`config.mk`:
```
export PLATFORM = sky130hd
export DESIGN_NAME = programmable_lut
export DESIGN_NICKNAME = d
export VERILOG_FILES = /design/src/rtl/programmable_lut.sv
export SDC_FILE = /design/constraint.sdc
export NUM_CORES = 1
export LEC_CHECK = 0
export CORE_MARGIN = 2
export CORE_UTILIZATION = 51
export CTS_CLUSTER_SIZE = 24
export DETAILED_ROUTE_END_ITERATION = 10
export HOLD_SLACK_MARGIN = 0.15
export PLACE_DENSITY = 0.76
export REMOVE_ABC_BUFFERS = 1
export SYNTH_ARGS = -nofsm -noshare
export SYNTH_HDL_FRONTEND = slang
export SYNTH_SLANG_ARGS = --single-unit
export TNS_END_PERCENT = 1
```
`constraint.sdc`:
```
create_clock -name clk -period 1.6 [get_ports clk]
set_input_delay 0.4 -clock clk [delete_from_list [all_inputs] [get_ports clk]]
set_output_delay 0.4 -clock clk [all_outputs]
set_load 0.01 [all_outputs]
```
`src/rtl/programmable_lut.sv`:
```
// rtl/programmable_lut.sv - serially loaded N_IN-input truth-table lookup with valid handshake
//
// Purpose: holds a 2^N_IN-bit truth table loaded one bit per cycle (first bit
// loaded lands in entry 0). Once the load completes, each accepted input pattern
// is looked up and returned one cycle later with out_valid.
//
// Optional feature macro: LUT_FILTER_EN. When defined, out only moves to a new
// value after FILTER_CYCLES consecutive accepted inputs look up that new value.
//
// Ports:
//   clk        - clock, all state on rising edge
//   rst        - synchronous active-high reset
//   in         - input pattern, in[N_IN-1] is the index MSB
//   in_valid   - input pattern valid
//   in_ready   - input can be accepted this cycle (combinational)
//   cfg_start  - begin (or restart) a truth-table load
//   cfg_bit    - serial truth-table bit
//   cfg_valid  - cfg_bit valid
//   cfg_done   - one-cycle pulse after the last table bit is accepted
//   out        - looked-up (optionally filtered) result
//   out_valid  - out carries the result of the input accepted last cycle
module programmable_lut #(
  parameter int N_IN          = 3,
  parameter int FILTER_CYCLES = 2
) (
  input  logic            clk,
  input  logic            rst,
  input  logic [N_IN-1:0] in,
  input  logic            in_valid,
  output logic            in_ready,
  input  logic            cfg_start,
  input  logic            cfg_bit,
  input  logic            cfg_valid,
  output logic            cfg_done,
  output logic            out,
  output logic            out_valid
);

  localparam int TT_BITS = 2 ** N_IN;

  // Elaboration-time legality check of the configuration.
  if (N_IN < 1 || N_IN > 6 || FILTER_CYCLES < 1 || FILTER_CYCLES > 15) begin : g_param_check
    $error("programmable_lut: N_IN must be 1..6 and FILTER_CYCLES 1..15");
  end

  typedef enum logic [1:0] {
    UNCFG = 2'd0,
    LOAD  = 2'd1,
    RUN   = 2'd2
  } state_t;

  state_t               state_q;
  logic [TT_BITS-1:0]   tt_q;
  logic [N_IN-1:0]      cnt_q;
  logic                 out_q;
  logic                 out_valid_q;
  logic                 cfg_done_q;
  logic                 accept;
  logic                 lookup_d;

`ifdef LUT_FILTER_EN
  localparam logic [3:0] FC_LAST = 4'(FILTER_CYCLES - 1);
  logic [3:0]           run_q;
`endif

  // cfg_start and reset both take priority over a new input, so the input
  // presented alongside either is simply never accepted.
  assign in_ready  = (state_q == RUN) && !cfg_start && !rst;
  assign accept    = in_valid && in_ready;
  assign lookup_d  = tt_q[in];

  assign out       = out_q;
  assign out_valid = out_valid_q;
  assign cfg_done  = cfg_done_q;

  always_ff @(posedge clk) begin
    if (rst) begin
      state_q     <= UNCFG;
      tt_q        <= '0;
      cnt_q       <= '0;
      out_q       <= 1'b0;
      out_valid_q <= 1'b0;
      cfg_done_q  <= 1'b0;
`ifdef LUT_FILTER_EN
      run_q       <= 4'd0;
`endif
    end else begin
      out_valid_q <= accept;
      cfg_done_q  <= 1'b0;

`ifdef LUT_FILTER_EN
      // run_q counts consecutive acceptances disagreeing with out; since out
      // is one bit, every disagreeing lookup proposes the same new value.
      if (accept) begin
        if (lookup_d == out_q) begin
          run_q <= 4'd0;
        end else if (run_q == FC_LAST) begin
          out_q <= lookup_d;
          run_q <= 4'd0;
        end else begin
          run_q <= run_q + 4'd1;
        end
      end
`else
      if (accept) begin
        out_q <= lookup_d;
      end
`endif

      if (cfg_start) begin
        // Restart from bit 0; bits already written are overwritten by the
        // new load before the table can be used again.
        state_q <= LOAD;
        cnt_q   <= '0;
`ifdef LUT_FILTER_EN
        run_q   <= 4'd0;
`endif
      end else begin
        case (state_q)
          LOAD: begin
            if (cfg_valid) begin
              tt_q[cnt_q] <= cfg_bit;
              cnt_q       <= cnt_q + 1'b1;
              if (cnt_q == {N_IN{1'b1}}) begin
                state_q    <= RUN;
                cfg_done_q <= 1'b1;
              end
            end
          end
          RUN:     state_q <= RUN;
          default: state_q <= UNCFG;
        endcase
      end
    end
  end

endmodule

```
## Word level (Yosys, flattened, before mapping)

Index checks and enable logic that the tools add are counted.

- Add/subtract/negate cells: 1
- Order comparisons: 3
- Equal/unequal tests: 7
- Mux-type cells: 10
- Bitwise logic cells: 3
- Reduce and logical (&&, ||, !) cells: 12

Operators with widths:

| operator | number |
|---|---|
| 8-bit bitwise mux | 1 |
| 3-bit by 4-bit less-than comparator with 1-bit output (second input constant) | 2 |
| 3-bit != test (second input constant) | 2 |
| 2-bit AND reduction | 3 |
| 1-bit logical AND | 4 |
| 1-bit 2-to-1 mux | 4 |
| 2-bit 2-to-1 mux | 2 |
| 2-bit != test (second input constant) | 2 |
| 2-bit case mux with 2 select lines | 1 |
| 4-bit OR reduction | 1 |
| 3-bit by 1-bit adder with 3-bit output (second input constant) | 1 |
| 1-bit binary-select mux with 3-bit select | 1 |
| 1-bit demux with 3-bit select | 1 |
| 3-bit == test (second input constant) | 1 |
| 3-bit by 1-bit >= comparator with 1-bit output (second input constant) | 1 |
| 1-bit inverter | 3 |
| 3-bit AND reduction | 1 |
| 2-bit by 1-bit == test with 1-bit output (second input constant) | 1 |
| 2-bit == test (second input constant) | 1 |
| 1-bit logical NOT | 2 |
| 2-bit OR reduction | 1 |

- Register bits after elaboration: 16
- Input port bits: 9
- Output and inout bits: 4
- Logic and storage cells: 43

## Longest topological paths before layout

Gate-level depths: netlist of the first run.

- Depth in word-level cells: 5
- Gate-level depth with buffers: 6
- Mapped depth without buffers: 5

## Worst setup path before layout of the first run

Ideal clock, no wire load.

- Kind: input port to output port
- From: in cfg_start
- To: out in_ready
- Arrival: 912 ps
- Required time: 1200 ps
- Slack: 288 ps
- Stages on the path: 3
- Buffers on the path: 1
- Cell sequence: or2_1 buf_6 nor2_1

- Longest elaborated chain between the ends: 3

Ends and longest elaborated chain:

| item | line | RTL |
|---|---|---|
| from (decl) | 31 | `input logic cfg_start,` |
| 1-bit logical NOT | 68 | `assign in_ready = (state_q == RUN) && !cfg_start && !rst;` |
| 1-bit logical AND (2 in a row) | 68 |  |
| to (decl) | 30 | `output logic in_ready,` |

Every way passes these cells.

## Worst setup path after layout of the first run

- From: reg out_q, in the netlist out
- To: out out

RTL lines:

| item | line | RTL |
|---|---|---|
| from (decl) | 55 | `logic out_q;` |
| from (signal assigned) | 106 | `out_q <= lookup_d;` |
| to (decl) | 35 | `output logic out,` |

No word-level cell between the ends.

==> results.tsv, run 1 <==
stage	metric	value	unit
outcome	outcome	completed	
sta	Fmax	644	MHz
grt	Global Route Usage Sum	19.2	%
cts	htree depth	1	
sta	hold_ws	0.472	ns
synth	Synth cell types	29	
finish	final cell count without fillers	127	
cts	CTS tree	built	
sta	Tmin final	1.55	ns
critical_path	Buf/Inv on CP	1	
finish	Area Overhead vs Synth	21.8	%
grt	vias in the first global route	638	
finish	Final nets	125	
die	die height	44.1	microns
finish	antenna cells	0	
synth	sequential share of the synthesized area	39.1	%
cts	Worst-Skew Late Latency	0.28	ns
critical_path	crit-path cells	clkdlybuf4s50_1	
die	die area	1940	sq um
critical_path	slowest stage delay, CP	0.53	ns
critical_path	worst setup path class	register to output pin	
cts	total clock sinks	16	
critical_path	slowest stage cell on the critical path	clkdlybuf4s50_1	
die	Starting Density	54.4	%
drt	DRT iter0 DRCs	14	
grt	total gr overflow	0	
synth	Synth Warn #	0	
drt	routed len/inst	13.0	microns
cts	CTS root buffer	clkbuf_4	
grt	largest net degree at the start of global routing	13	
sta	fin crit share	97.0	%
sta	Final Slew Violations	0	
sta	RSZ-0062 raised after global routing	false	
die	die extent in x	44.1	microns
finish	ratio of cells with drive above 1 in the final layout	14.4	%
synth	syn_area_per_cell	8.54	sq um
place	hpwl dp	1.19	mm
power_and_ir_drop	Leak	0.369	nW
sta	final setup margin	0.0478	ns
grt	initial antenna violation count	0	
sta	Final Setup Violations	0	
power_and_ir_drop	Power Density	754	nW/um^2
drt	residual DRC count	0	
drt	Initial DRT Pass Iterations	4	
synth	synthesis-stage register bit count	16	
sta	final hold viol count	0	
place	pre-CTS setup slack	-0.477	ns
synth	mapped cell area	820	sq um
power_and_ir_drop	Max IR drop VDD	0.476	mV
cts	clock tree buffer depth	2	
drt	vias post-DR	718	
drt	Detail Route Antenna Nets	0	
finish	fillcell total	136	
place	DP Cell Count	122	
sta	Tightest Pin Transition	0.388	ns
job	Max Cap Viol	0	
drt	WL final	1.65	mm
finish	Util after Layout	66.3	%
critical_path	Setup crit end kind	output pin	
sta	slew margin rel.	73.5	%
critical_path	Critical Path RT	1.20	ns
synth	Post-Syn Instances	96	
cts	total CTS buffers	3	
critical_path	worst-path maximum fanout	2	
grt	first-pass GRT wire length	2.79	mm
die	core area	1510	sq um
power_and_ir_drop	Final Total Pwr	0.000753	W
hold_path	Hold/Removal Path Class	register to register	
sta	Layout Skew	0.00603	ns
place	Port Buf Inserts	12	
critical_path	CP Data Arrival Time	1.15	ns
place	Final Wtd Congestion	0.769	
die	# rows	14	
critical_path	CP startpoint kind	register	
critical_path	crit-path leading delay family	buffers and inverters	
drt	number of vias per cell	5.65	
cts	clock-pin transition on the worst setup and hold timing paths	0.10	ns
die	num ports	13	
cells by family (layout without fill, tap and decap cells):
family	after synthesis	in the layout	share of synthesized area (%)
simple gates	36	36	24.6
compound gates	26	26	19.5
flops	16	16	39.1
buf+inv	10	25	5.65
fa+ha+maj	4	4	6.11
mux	3	3	3.97
xor+xnor	1	1	1.07
worst paths after layout:
kind                   start       to  slack (ns)  cells past startpoint
hold / removal       tt_q[0]  tt_q[0]        0.47                      2
setup reg to reg  state_q[1]  tt_q[2]        0.20                      5
setup / recovery         out      out        0.05                      1
hold reg to reg      tt_q[0]  tt_q[0]        0.47                      2
registers in the layout (all words and copies together), names as in the netlist:
signal / flops
tt_q: 8
cfg_done: 1
state_q: 2
out_valid: 1
out: 1
cnt_q: 3
area by class of cell:
type | count | area, sq um | area share, %
inverters | 3 | 11.3 | 1.13
flip-flops and latches | 16 | 320 | 32.1
multi-input cells | 70 | 453 | 45.4
repair buffers | 18 | 158 | 15.8
clock buffers | 4 | 36.3 | 3.63
well taps | 16 | 20.0 | 2.01
cells in the final DEF (no fill, tap or decap), types with 4 or more instances in the layout:
cell,n
nand3_1,9
nor2_1,7
nor2b_1,4
a21oi_1,10
clkdlybuf4s50_1,9
nand2_1,5
o21ai_0,7
ha_1,4
nand2b_1,4
dfxtp_1,16
buf_4,6
report_power, final:
part           total (W)  internal (W)  switching [W]
registers       0.000405      0.000403     0.00000284
logic          0.0000834     0.0000428      0.0000406
clock network   0.000264      0.000138       0.000126
synthesized netlist by cell type:
master,n,share of area [%]
and4bb_2,1,1.5
o21ba_2,1,1.2
nand3_1,9,5.5
mux2_2,2,2.7
nor2b_1,4,3.1
a21oi_1,10,6.1
o21ai_0,7,4.3
a21bo_2,1,1.2
nand2_1,5,2.3
nand4_1,2,1.5
buf_6,1,1.4
clkbuf_2,1,0.61
dfxtp_1,16,39
a211oi_1,1,0.92
a2111oi_0,1,1.1
a311o_1,1,1.2
inv_1,3,1.4
clkbuf_1,5,2.3
mux2i_1,1,1.2
ha_1,4,6.1
and4b_1,1,1.2
xor2_1,1,1.1
nand4b_1,1,1.1
nand2b_1,4,3.1
o31ai_1,3,2.7
or2_1,1,0.76
nand4bb_1,1,1.4
nor2_1,7,3.2
o22ai_1,1,0.76
routing by layer:
layer  track usage [%]  vias to the layer above  routed length (microns)
li1                  -                      374                        -
met1              26.1                      322                      801
met2              30.3                       18                      744
met3              3.67                        4                       75
met4              7.27                        0                       27
met5                 0                        -                        0
what timing repair did:
item | in CTS | in global routing
endpoints found under the hold margin | 0 | 0
setup buffers | 1 | 0
endpoints found under the setup margin | 1 | 0
gates resized for setup | 6 | 0
hold buffers | 0 | 0
metrics by stage:
step                instance area [sq um]  setup TNS (ns)
finish                                998               0
CTS                                   998               0
global placement                      962           -1.07
detailed placement                    962           -1.16
floorplan                             785               0
global route                          998               0
No activity file was read; power rests on OpenSTA's default activity.
==> run 2: changes to the inputs <==
Settings changed: CORE_MARGIN 2 to 4, CORE_UTILIZATION 51 to 40, PLACE_DENSITY 0.76 to default.
==> results.tsv, run 2 (synthesis results as in run 1) <==
stage	metric	value	unit	change
outcome	outcome	completed		unchanged
sta	Layout Skew	0.00233	ns	was 0.00603 ns
hold_path	HP Start	tt_q[0]		unchanged
die	# rows	16		was 14
critical_path	Reg-to-Reg End	tt_q[2]		unchanged
finish	ratio of cells with drive above 1 in the final layout	15.3	%	was 14.4%
critical_path	reg2reg setup slack	0.24	ns	was 0.20 ns
critical_path	crit-path cells	dlygate4sd2_1, or2_1, nor2_1, buf_2		was clkdlybuf4s50_1
critical_path	worst-path maximum fanout	2		unchanged
critical_path	slowest stage delay, CP	0.24	ns	was 0.53 ns
finish	antenna cells	0		unchanged
cts	clock tree buffer depth	2		unchanged
sta	TNS Setup	0	ns	unchanged
place	pre-CTS setup slack	-0.552	ns	was -0.477 ns
sta	Tightest Pin Transition	0.355	ns	was 0.388 ns
die	num ports	13		unchanged
die	core area	1960	sq um	was 1510 sq um
critical_path	CP Data Arrival Time	1.13	ns	was 1.15 ns
sta	final setup margin	0.0698	ns	was 0.0478 ns
power_and_ir_drop	Power Density	687	nW/um^2	was 754 nW/um^2
place	Final Wtd Congestion	0.757		was 0.769
critical_path	Setup crit end kind	output pin		unchanged
drt	Detail Route Antenna Nets	0		unchanged
critical_path	slowest stage cell on the critical path	dlygate4sd2_1		was clkdlybuf4s50_1
cts	CTS root buffer	clkbuf_4		unchanged
sta	final hold viol count	0		unchanged
grt	initial antenna violation count	0		unchanged
sta	fin crit share	95.6	%	was 97.0%
sta	Final Slew Violations	0		unchanged
finish	fillcell total	217		was 136
die	Starting Density	41.8	%	was 54.4%
drt	met2 wire len	829	microns	was 744 microns
critical_path	reg2reg start	state_q[1]		unchanged
cts	clock-pin transition on the worst setup and hold timing paths	0.08	ns	was 0.10 ns
finish	Area Overhead vs Synth	23.2	%	was 21.8%
cts	htree depth	1		unchanged
drt	routed len/inst	12.6	microns	was 13.0 microns
power_and_ir_drop	Leak	0.386	nW	was 0.369 nW
grt	vias in the first global route	721		was 638
finish	Final nets	126		was 125
drt	Initial DRT Pass Iterations	4		unchanged
critical_path	Critical Path RT	1.20	ns	about the same
job	Max Cap Viol	0		unchanged
hold_path	Worst Hold Path EP	tt_q[0]		unchanged
sta	slew margin rel.	75.7	%	was 73.5%
drt	WL final	1.74	mm	was 1.65 mm
drt	max layer used	met4		unchanged
die	die extent in x	53.3	microns	was 44.1 microns
power_and_ir_drop	Max IR drop VDD	0.348	mV	was 0.476 mV
drt	DRT iter0 DRCs	10		was 14
hold_path	Hold Path Depth	2		unchanged
cts	total CTS buffers	3		unchanged
hold_path	Hold/Removal Path Class	register to register		unchanged
place	Port Buf Inserts	12		unchanged
cts	cts hold-fix bufs	0		unchanged
sta	Final Setup Violations	0		unchanged
cts	Worst-Skew Late Latency	0.28	ns	about the same
drt	vias post-DR	721		was 718
critical_path	crit-path leading delay family	buffers and inverters		unchanged
drt	number of vias per cell	5.22		was 5.65
critical_path	CP startpoint kind	primary input		was register
grt	largest net degree at the start of global routing	13		unchanged
cts	CTS tree	built		unchanged
finish	Biggest register	tt_q		unchanged
critical_path	R2R cell count	5		unchanged
finish	max FFs per register	8		unchanged
die	die area	2840	sq um	was 1940 sq um
drt	met3 WL post-DR	71	microns	was 75 microns
grt	total gr overflow	0		unchanged
die	die height	53.3	microns	was 44.1 microns
finish	commonest cells after routing, fill and taps aside	15 x dfxtp_1, 10 x a21oi_1, 9 x nand3_1		was 16 x dfxtp_1, 10 x a21oi_1, 9 x nand3_1, 9 x clkdlybuf4s50_1
drt	residual DRC count	0		unchanged
finish	biggest registers after layout	tt_q (8), cnt_q (3), state_q (2)		unchanged
sta	Tmin final	1.53	ns	was 1.55 ns
critical_path	worst setup path class	primary input to output pin		was register to output pin
sta	Fmax	653	MHz	was 644 MHz
sta	hold_ws	0.479	ns	was 0.472 ns
grt	Global Route Usage Sum	15.1	%	was 19.2%
sta	RSZ-0062 raised after global routing	true		was false
place	hpwl dp	1.30	mm	was 1.19 mm
finish	most common cell after layout, fill and taps aside	dfxtp_1		unchanged
cts	total clock sinks	16		unchanged
grt	first-pass GRT wire length	3.07	mm	was 2.79 mm
finish	Util after Layout	51.5	%	was 66.3%
critical_path	Buf/Inv on CP	2		was 1
drt	Routed met1 length	818	microns	was 801 microns
## run 2: worst max path at each step
stage | from | endpoint | slack, ns | cells past startpoint
2_1_floorplan | cnt_q[0] | state_q[0] | 0.29 | 5
3_3_place_gp | cfg_start | in_ready | -0.47 | 4
3_5_place_dp | cfg_start | in_ready | -0.55 | 4
4_1_cts | out | out | 0.02 | 1
5_1_grt | state_q[0] | in_ready | -0.007 | 5
6_report | rst | in_ready | 0.07 | 4
## run 2: metal layers
layer	GRT usage, %	vias to the layer above
li1	-	374
met1	17.7	331
met2	25.3	14
met3	3.38	2
met4	7.66	0
met5	0	-
## run 2: cell type report
type / count / area [sq um] / share of cell area (%)
multi-input cells: 70 / 453 / 44.9
repair buffers: 19 / 168 / 16.6
flip-flops and latches: 16 / 322 / 31.8
well taps: 27 / 33.8 / 3.35
clock buffers: 3 / 22.5 / 2.23
inverters: 3 / 11.3 / 1.12
## run 2: tightest hold or removal path, cell delays in order (launching register included)
cell and delay, ns:
dfxtp_1 0.32, o31ai_1 0.06, a21oi_1 0.06
## run 2: metrics by stage
stage / cell area, sq um / total power [W] / instances
final: 1010 / 0.000694 / 138
after global routing: 1010 / 0.000736 / 138
after CTS: 1010 / 0.000708 / 138
after detailed placement: 983 / 0.000500 / 134
after global placement: 983 / 0.000499 / 134
after floorplan: 785 / 0.000447 / 89
## run 2: report_power, final
part / leakage [nW] / switching, W / total, W / internal, W
logic: 0.242 / 0.0000405 / 0.0000845 / 0.0000441
clock network: 0.0138 / 0.000117 / 0.000204 / 0.0000872
registers: 0.130 / 0.00000264 / 0.000405 / 0.000403
total: 0.386 / 0.000160 / 0.000694 / 0.000534
## run 2: timing repair
action / 4_1_cts / 5_1_grt
pin swaps: 2 / 0
setup endpoints to repair: 1 / 2
resized for setup: 6 / 2
buffers inserted: 1 / 0
==> run 3: changes to the inputs <==
Clock period 1.6 ns to 1.7 ns, I/O delays scaled along.
==> results.tsv, run 3 (synthesis results as in run 1) <==
stage	metric	value	unit	change
drt	WL final	1.71	mm	was 1.74 mm
cts	total clock sinks	16		unchanged
critical_path	Critical Path RT	1.27	ns	was 1.20 ns
grt	Global Route Usage Sum	14.4	%	was 15.1%
sta	RSZ-0062 raised after global routing	false		was true
power_and_ir_drop	Power Density	658	nW/um^2	was 687 nW/um^2
drt	number of vias per cell	5.19		was 5.22
finish	antenna cells	0		unchanged
sta	Fmax	629	MHz	
die	die height	53.3	microns	unchanged
die	Starting Density	41.8	%	unchanged
finish	ratio of cells with drive above 1 in the final layout	12.8	%	was 15.3%
die	die extent in x	53.3	microns	unchanged
grt	total gr overflow	0		unchanged
sta	Tightest Pin Transition	0.361	ns	was 0.355 ns
critical_path	CP startpoint kind	primary input		unchanged
drt	Detail Route Antenna Nets	0		unchanged
grt	vias in the first global route	660		was 721
sta	TNS Setup	0	ns	unchanged
grt	largest net degree at the start of global routing	13		unchanged
critical_path	CP Data Arrival Time	1.16	ns	was 1.13 ns
finish	fillcell total	207		was 217
grt	initial antenna violation count	0		unchanged
cts	total CTS buffers	3		unchanged
place	Port Buf Inserts	12		unchanged
drt	residual DRC count	0		unchanged
sta	fin crit share	93.5	%	
finish	biggest registers after layout	tt_q (8), cnt_q (3), state_q (2)		unchanged
finish	Biggest register	tt_q		unchanged
drt	Initial DRT Pass Iterations	4		unchanged
finish	most common cell after layout, fill and taps aside	dfxtp_1		unchanged
place	Final Wtd Congestion	0.747		was 0.757
finish	Area Overhead vs Synth	20.9	%	was 23.2%
place	pre-CTS setup slack	-0.498	ns	was -0.552 ns
finish	max FFs per register	8		unchanged
critical_path	worst setup path class	primary input to output pin		unchanged
sta	Final Slew Violations	0		unchanged
power_and_ir_drop	Leak	0.357	nW	was 0.386 nW
finish	Final nets	124		was 126
sta	Final Setup Violations	0		unchanged
outcome	outcome	completed		unchanged
cts	clock tree buffer depth	2		unchanged
power_and_ir_drop	Final Total Pwr	0.000652	W	was 0.000694 W
hold_path	Hold/Removal Path Class	register to register		unchanged
die	die area	2840	sq um	unchanged
die	core area	1960	sq um	unchanged
cts	CTS root buffer	clkbuf_4		unchanged
drt	routed len/inst	12.6	microns	about the same
critical_path	crit-path leading delay family	buffers and inverters		unchanged
cts	CTS tree	built		unchanged
finish	register area	320	sq um	was 322 sq um
finish	multi-input combinational cell area	453	sq um	unchanged
critical_path	crit-path cells	dlygate4sd2_1, or2_1, nor2_1, buf_2		unchanged
die	num ports	13		unchanged
cts	clock-pin transition on the worst setup and hold timing paths	0.09	ns	was 0.08 ns
critical_path	slowest stage cell on the critical path	dlygate4sd2_1		unchanged
cts	htree depth	1		unchanged
sta	Layout Skew	0.00239	ns	was 0.00233 ns
sta	Tmin final	1.59	ns	
sta	final setup margin	0.111	ns	was 0.0698 ns
power_and_ir_drop	Max IR drop VDD	0.533	mV	was 0.348 mV
sta	slew margin rel.	75.3	%	was 75.7%
critical_path	slowest stage delay, CP	0.24	ns	about the same
critical_path	Setup crit end kind	output pin		unchanged
sta	hold_ws	0.467	ns	was 0.479 ns
critical_path	worst-path maximum fanout	2		unchanged
job	Max Cap Viol	0		unchanged
critical_path	Buf/Inv on CP	2		unchanged
cts	Worst-Skew Late Latency	0.28	ns	about the same
sta	final hold viol count	0		unchanged
finish	commonest cells after routing, fill and taps aside	16 x dfxtp_1, 10 x a21oi_1, 9 x nand3_1, 9 x clkdlybuf4s50_1		was 15 x dfxtp_1, 10 x a21oi_1, 9 x nand3_1
drt	DRT iter0 DRCs	4		was 10
die	# rows	16		unchanged
drt	vias post-DR	706		was 721
place	hpwl dp	1.26	mm	was 1.30 mm
grt	first-pass GRT wire length	2.88	mm	was 3.07 mm
run 3: cell types whose count changed in the layout (fill, tap and decap cells not counted), sizes merged:
cell | before | now
buf | 8 | 6
dlymetal6s2s | 1 | 0
clkdlybuf4s50 | 8 | 9
run 3: report_power, final:
group / switching (W) / internal (W) / total [W]
logic: 0.0000385 / 0.0000389 / 0.0000774
registers: 0.00000242 / 0.000379 / 0.000381
clock network: 0.000111 / 0.0000823 / 0.000193
run 3: final timing paths:
path                            startpoint        to  slack, ns  cells past startpoint
worst min register to register     tt_q[0]   tt_q[0]       0.47                      2
worst min-delay path               tt_q[0]   tt_q[0]       0.47                      2
worst max-delay path                   rst  in_ready       0.11                      4
worst max register to register  state_q[1]   tt_q[0]       0.31                      5
run 3: final cells by class:
class / instances / share of cell area [%]
clock buffers: 3 / 2.27
inverters: 3 / 1.14
multi-input cells: 70 / 45.7
flip-flops and latches: 16 / 32.3
well taps: 27 / 3.41
repair buffers: 17 / 15.2
run 3: stage by stage:
| stage | std cells | instance area, sq um | util (%) |
|---|---|---|---|
| after floorplan | 89 | 785 | - |
| after global placement | 133 | 976 | 49.7 |
| after detailed placement | 133 | 976 | 49.7 |
| after CTS | 136 | 991 | 50.5 |
| after global routing | 136 | 991 | 50.5 |
| final | 136 | 991 | 50.5 |
run 3: worst min-delay path: stages, from the launching register on:
cell     delay (ns)
dfxtp_1        0.31
o31ai_1        0.06
a21oi_1        0.06
run 3: repair_timing:
| item | in CTS | in global routing |
|---|---|---|
| gates resized for setup | 6 | 0 |
| setup endpoints to repair | 1 | 0 |
| endpoints found under the hold margin | 0 | 0 |
| hold buffers | 0 | 0 |
| buffers inserted | 0 | 0 |
run 3: routing by layer:
layer  vias up  part of all wire, %  GRT usage, %
li1        371                    -             -
met1       316                   51          16.9
met2        15                   41          22.9
met3         4                  5.5          5.35
met4         0                  1.6          6.38
met5         -                    0             0
